==> src/rtl/seg_scan_driver.sv <==
// seg_scan_driver: multiplexed hex driver for a common-anode 7-segment display.
// Define SEG_LZB_EN to blank leading zero digits above digit 0.
module seg_scan_driver #(
    parameter int DIGITS    = 8,
    parameter int SCAN_DIV  = 50000,
    parameter int BLANK_CYC = 16
) (
    input  logic                  clk,
    input  logic                  reset,
    input  logic [4*DIGITS-1:0]   din,
    input  logic [DIGITS-1:0]     dp,
    input  logic                  load,
    output logic [DIGITS-1:0]     den,
    output logic [7:0]            dout
);
    localparam int PW = SCAN_DIV > 1 ? $clog2(SCAN_DIV) : 1;
    localparam int IW = DIGITS > 1 ? $clog2(DIGITS) : 1;
    localparam logic [6:0] SEG_TBL [16] = '{
        7'h40, 7'h79, 7'h24, 7'h30, 7'h19, 7'h12, 7'h02, 7'h78,
        7'h00, 7'h10, 7'h08, 7'h03, 7'h46, 7'h21, 7'h06, 7'h0E
    };
    logic [4*DIGITS-1:0] dbuf;
    logic [DIGITS-1:0]   dpbuf;
    logic [PW-1:0]       presc;
    logic [IW-1:0]       idx;
    logic                wrap;
    logic                blank;
    logic                hide;
    logic [3:0]          nib;
    always_comb begin
        wrap  = presc == PW'(SCAN_DIV - 1);
        blank = int'(presc) < BLANK_CYC;
        nib   = dbuf[{idx, 2'b00} +: 4];
    end
`ifdef SEG_LZB_EN
    // A digit hides when it and everything above it is zero; digit 0 always shows.
    logic [DIGITS-1:0] lz;
    assign lz[0] = 1'b0;
    for (genvar k = 1; k < DIGITS; k++) begin : g_lz
        assign lz[k] = ~|dbuf[4*DIGITS-1:4*k] & ~dpbuf[k];
    end
    assign hide = lz[idx];
`else
    assign hide = 1'b0;
`endif
    always_ff @(posedge clk) begin
        if (reset) begin
            dbuf  <= '0;
            dpbuf <= '0;
            presc <= '0;
            idx   <= '0;
            den   <= '1;
            dout  <= 8'hFF;
        end else begin
            if (load) begin
                dbuf  <= din;
                dpbuf <= dp;
            end
            presc <= wrap ? '0 : presc + 1'b1;
            if (wrap) idx <= idx == IW'(DIGITS - 1) ? '0 : idx + 1'b1;
            den  <= blank ? '1 : ~(DIGITS'(1) << idx);
            dout <= blank || hide ? 8'hFF : {~dpbuf[idx], SEG_TBL[nib]};
        end
    end
endmodule

==> config.mk <==
export PLATFORM = sky130hd
export DESIGN_NAME = seg_scan_driver
export DESIGN_NICKNAME = d
export VERILOG_FILES = /design/src/rtl/seg_scan_driver.sv
export SDC_FILE = /design/constraint.sdc
export NUM_CORES = 1
export LEC_CHECK = 0
export ABC_AREA = 0
export BUFFER_PORTS_ARGS = -buffer_cell sky130_fd_sc_hd__buf_2
export CORE_AREA = 2 2 94 96
export CTS_CLUSTER_DIAMETER = 120
export DETAILED_ROUTE_END_ITERATION = 8
export DIE_AREA = 0 0 96 98
export PLACE_DENSITY = 0.56
export REMOVE_ABC_BUFFERS = 1
export SLEW_MARGIN = 10
export SYNTH_ARGS = -nofsm -noshare
export SYNTH_HDL_FRONTEND = slang
export SYNTH_SLANG_ARGS = --single-unit
==> constraint.sdc <==
create_clock -name clk -period 6.8 [get_ports clk]
set_clock_uncertainty 0.1 [all_clocks]
set_input_delay 0.34 -clock clk [delete_from_list [all_inputs] [get_ports clk]]
set_output_delay 0.34 -clock clk [all_outputs]
set_load 0.01 [all_outputs]
### Word-level counts from Yosys, hierarchy flattened

Memories as Yosys holds them, arrays and structs flattened. A register that Yosys moved wholly into a read port is not among the register bits.
Cells that the tools add are included.

| word-level totals | value |
|---|---|
| flip-flop bits (word level) | 75 |
| ROM bits | 112 |
| input bits | 43 |
| output and inout port bits | 16 |
| word-level logic and storage cells | 26 |
| memories kept | 1 |

| operators by class | value |
|---|---|
| add/subtract/negate cells | 2 |
| magnitude comparators | 3 |
| equality and inequality tests | 2 |
| shift operators | 2 |
| muxes and demuxes | 5 |
| bitwise logic cells | 3 |
| reductions and logical operators | 2 |

Memory list:

| memory | depth | bits a word | read ports | clocked after Yosys merged registers in | wr ports | RTL line | source |
|---|---|---|---|---|---|---|---|
| (no name shown) | 16 | 7 | 1 | 1 | 0 | 62 | `dout <= blank \|\| hide ? 8'hFF : {~dpbuf[idx], SEG_TBL[nib]};` |

Operators by type and width:

| cell | count |
|---|---|
| $shiftx A32 B6 Y4 | 1 |
| $add A16 B1 Y16 const B | 1 |
| $eq A16 B16 Y1 const B | 1 |
| $lt A16 B5 Y1 const B | 1 |
| $mux W7 | 2 |
| $not A8 Y8 | 1 |
| $shl A1 B3 Y8 const A | 1 |
| $ge A5 B5 Y1 const B | 1 |
| $not A4 Y5 | 1 |
| $lt A3 B4 Y1 const B | 1 |
| $reduce_or A2 Y1 | 2 |
| $add A3 B1 Y3 const B | 1 |
| $bmux W1 S3 | 1 |
| $eq A3 B3 Y1 const B | 1 |
| $mux W3 | 1 |
| $mux W1 | 1 |
| $not A1 Y1 | 1 |

### Longest topological paths before layout

| logic depth | value |
|---|---|
| word-level depth | 5 |
| depth in mapped cells | 10 |
| mapped depth without buffers | 8 |

### Worst setup path before layout

OpenSTA, ideal clock, no wires.

| timing path | value |
|---|---|
| path kind | flip-flop to flip-flop |
| start point | reg idx[0] |
| end point | reg dout[3] |
| arrival time | 1.980 ns |
| required time | 6.564 ns |
| setup slack | 4.585 ns |
| cell stages (with the launch flop) | 11 |
| clock period less this slack | 2.215 ns |
| path through | dfxtp_1 > buf_6 > buf_6 > mux4_2 > nand2_1 > nand2_1 > ha_1 > inv_1 > a21oi_1 > a2111oi_0 > a31oi_1 |

| between the ends | value |
|---|---|
| longest elaborated chain between the ends | 2 |

RTL lines:

| what | RTL line | source |
|---|---|---|
| from (decl) | 25 | `logic [IW-1:0] idx;` |
| from (signal assigned) | 60 | `if (wrap) idx <= idx == IW'(DIGITS - 1) ? '0 : idx + 1'b1;` |
| $shiftx A32 B6 Y4 | 33 | `nib = dbuf[{idx, 2'b00} +: 4];` |
| $not A4 Y5 (implied by the code) | 62 |  |
| to (decl) | 14 | `output logic [7:0] dout` |

No other way between the ends.
A chain may end at the register's enable or synchronous reset.

### Worst setup path after layout

Same ends and word-level chain as after synthesis.

==> impl_results.md <==
- Status: finished clean
- Drt total wl: 6.48 mm
- Hold WC Path Type: primary input to flop
- ANT nets after route: 0
- # DRC: 0
- Slew Viols, Final: 0
- Synth cell count leaders: 75 x dfxtp_1, 65 x nor2_1, 46 x mux2i_1
- Synth top area cells: dfxtp_1 46%, mux2i_1 14%, nor2_1 7.5%
- Leak: approximately 1.6 nW
- Gr usage total: about 15%
- Count leader, synth: dfxtp_1
- Final Cycle Share: between 40% and 50%
- Worst Path Max Fanout: 17
- DP Wirelength: roughly 4.5 mm
- CTS root buffer: clkbuf_8
- Via density: 4.83
- Max-Slew Margin vs Limit: around two fifths
- Clock Path Buffers: 2
- Fill count: between 800 and 900
- First-pass GRT wire length: approximately 11 mm
- Arr. time, crit path: ~2900 ps
- Max frequency: around 350 MHz
- PortBufs: a little under 60
- Maximum VDD drop: about 0.12 mV
- Main synth FF type: dfxtp_1
- Worst endpoint required time: just under 7000 ps
- Core area: between 8000 and 9000 um2
- Ys async rst share: 0%
- DRT iter0 DRCs: 47
- Post-CTS setup buffers: 0
- RSZ-0062 raised after global routing: false
- N_diodes: 0
- Non-Filler Instances: 485
- Area Overhead vs Synth: 17.3%
- Final Hold Viols: 0
- NumNets Final: around 430
- Worst setup SP type: flop
- CTS tree: yes
- Post-synth top area share: between 40% and 50%
- Initial antenna violation count: 0
- Final GP Congestion: about 0.79
- Max-cap violation count: 0
- EDFF count, synth: 0
- Share of cells above drive strength 1: 23.3%
- Syn Std Cell Area: between 3000 and 4000 um2
- H-tree levels: 3
- Hold_buf cts: 0
- Die ar.: between 9000 and 10000 um2
- Global route overflow: 0
- Area leader, netlist: dfxtp_1
- Least-Margin Pin Slew: just under 900 ps
- DR WL/cell: around 13 um
- Vias in the first global route: 2394
- Post-CTS sizing: 0
- Post-synth cell types: 39
- CP Class: flop to flop
- Pwr Density: roughly 240 nW/um2
- Die X: between 90 and 100 um
- Site Rows: 34
- CTS Buf Count: 9
- Worst skew pair latency: 340 ps
- Crit end category: flop
- Syn Inst Count: 320
- Routed vias: between 2k and 2.5k
- Seq cells post-synth: 75
- Fin Setup TNS: 0 ps
- Initial Utilization: about two fifths
- Largest net degree at the start of global routing: 47
- Placed Instances: between 400 and 500
- I/O pin total: 59
- Final setup fails: 0
- Die height: slightly below 100 um
- Clk slew on worst S/H paths: roughly 80 ps
- YS warnings: 0
- Syn Area/Cell: between 10 and 15 um2
- Drt pass-1 iters: 4
- Clock sink total: 75
- Min Tclk post-route: 2830 ps
- Seq/Total Area, Yosys: between 40 and 50%
==> layout make-up <==
| cell class | count | area, um2 | area share, % |
|---|---|---|---|
| clock buffers | 11 | 141 | 3.69 |
| clock inverters | 4 | 75.1 | 1.96 |
| multi-input cells | 218 | 1640 | 42.7 |
| well taps | 108 | 135 | 3.53 |
| inverters | 9 | 33.8 | 0.882 |
| repair buffers | 60 | 305 | 7.97 |
| flip-flops and latches | 75 | 1500 | 39.2 |
==> final timing paths <==
path              slack (ps)     start  cells after the start       end
setup / recovery        3970    idx[0]                      5   dout[3]
hold / removal           130   din[24]                      3  dbuf[24]
setup reg to reg        3970    idx[0]                      5   dout[3]
hold reg to reg          340  presc[0]                      1  presc[0]
==> per-layer routing <==
| layer | vias up | routed length [um] | GRT usage [%] |
|---|---|---|---|
| li1 | 1211 | - | - |
| met4 | 0 | 74 | 4.40 |
| met3 | 8 | 397 | 5.79 |
| met1 | 1070 | 3160 | 19.8 |
| met2 | 53 | 2850 | 23.0 |
| met5 | - | 0 | 0 |
==> flip-flops by register name, summed over array words and instances, names as in the netlist <==
name   flops
dbuf      32
presc     16
den        8
dout       8
dpbuf      8
idx        3
==> through the flow <==
step           area [um2]  hold WS (ps)  total power, W  setup slack, ps  util (%)
2_1_floorplan        3170           309        0.000510             4330         -
3_3_place_gp         3610           329        0.000539             4080      42.7
3_5_place_dp         3610           335        0.000541             3980      42.7
4_1_cts              3830           113        0.000913             3960      45.2
5_1_grt              3830           113        0.000941             3710      45.2
6_report             3830           126        0.000901             3970      45.2
==> cells by family after synthesis <==
family          share of synthesized area (%)
flops                                    46.0
buf+inv                                  3.87
xor+xnor                                 3.76
mux                                      21.9
simple gates                             15.3
fa+ha+maj                                4.60
compound gates                           4.52
==> where the power goes <==
part	total (W)	switching (W)	internal (W)	leakage (nW)
Sequential	0.000462	0.00000769	0.000455	0.614
Combinational	0.0000680	0.0000345	0.0000335	0.928
Clock	0.000371	0.000156	0.000215	0.102
==> cells in the final DEF (no fill, tap or decap), types with 5 or more instances in the layout <==
master / count
and3_1: 5
mux2i_1: 46
dfxtp_1: 75
o221ai_1: 5
nand3_1: 9
xnor2_1: 8
nand2_1: 19
clkbuf_8: 10
inv_1: 9
nor2_1: 65
ha_1: 12
mux4_2: 6
buf_2: 58
xor2_1: 6
==> worst max-delay path: stages (launching register included) <==
cell and delay, ps:
dfxtp_1 900, mux4_2 600, mux2_2 330, ha_1 250
a2111oi_0 400, a31oi_1 90
(Power assumes the default switching activity.)
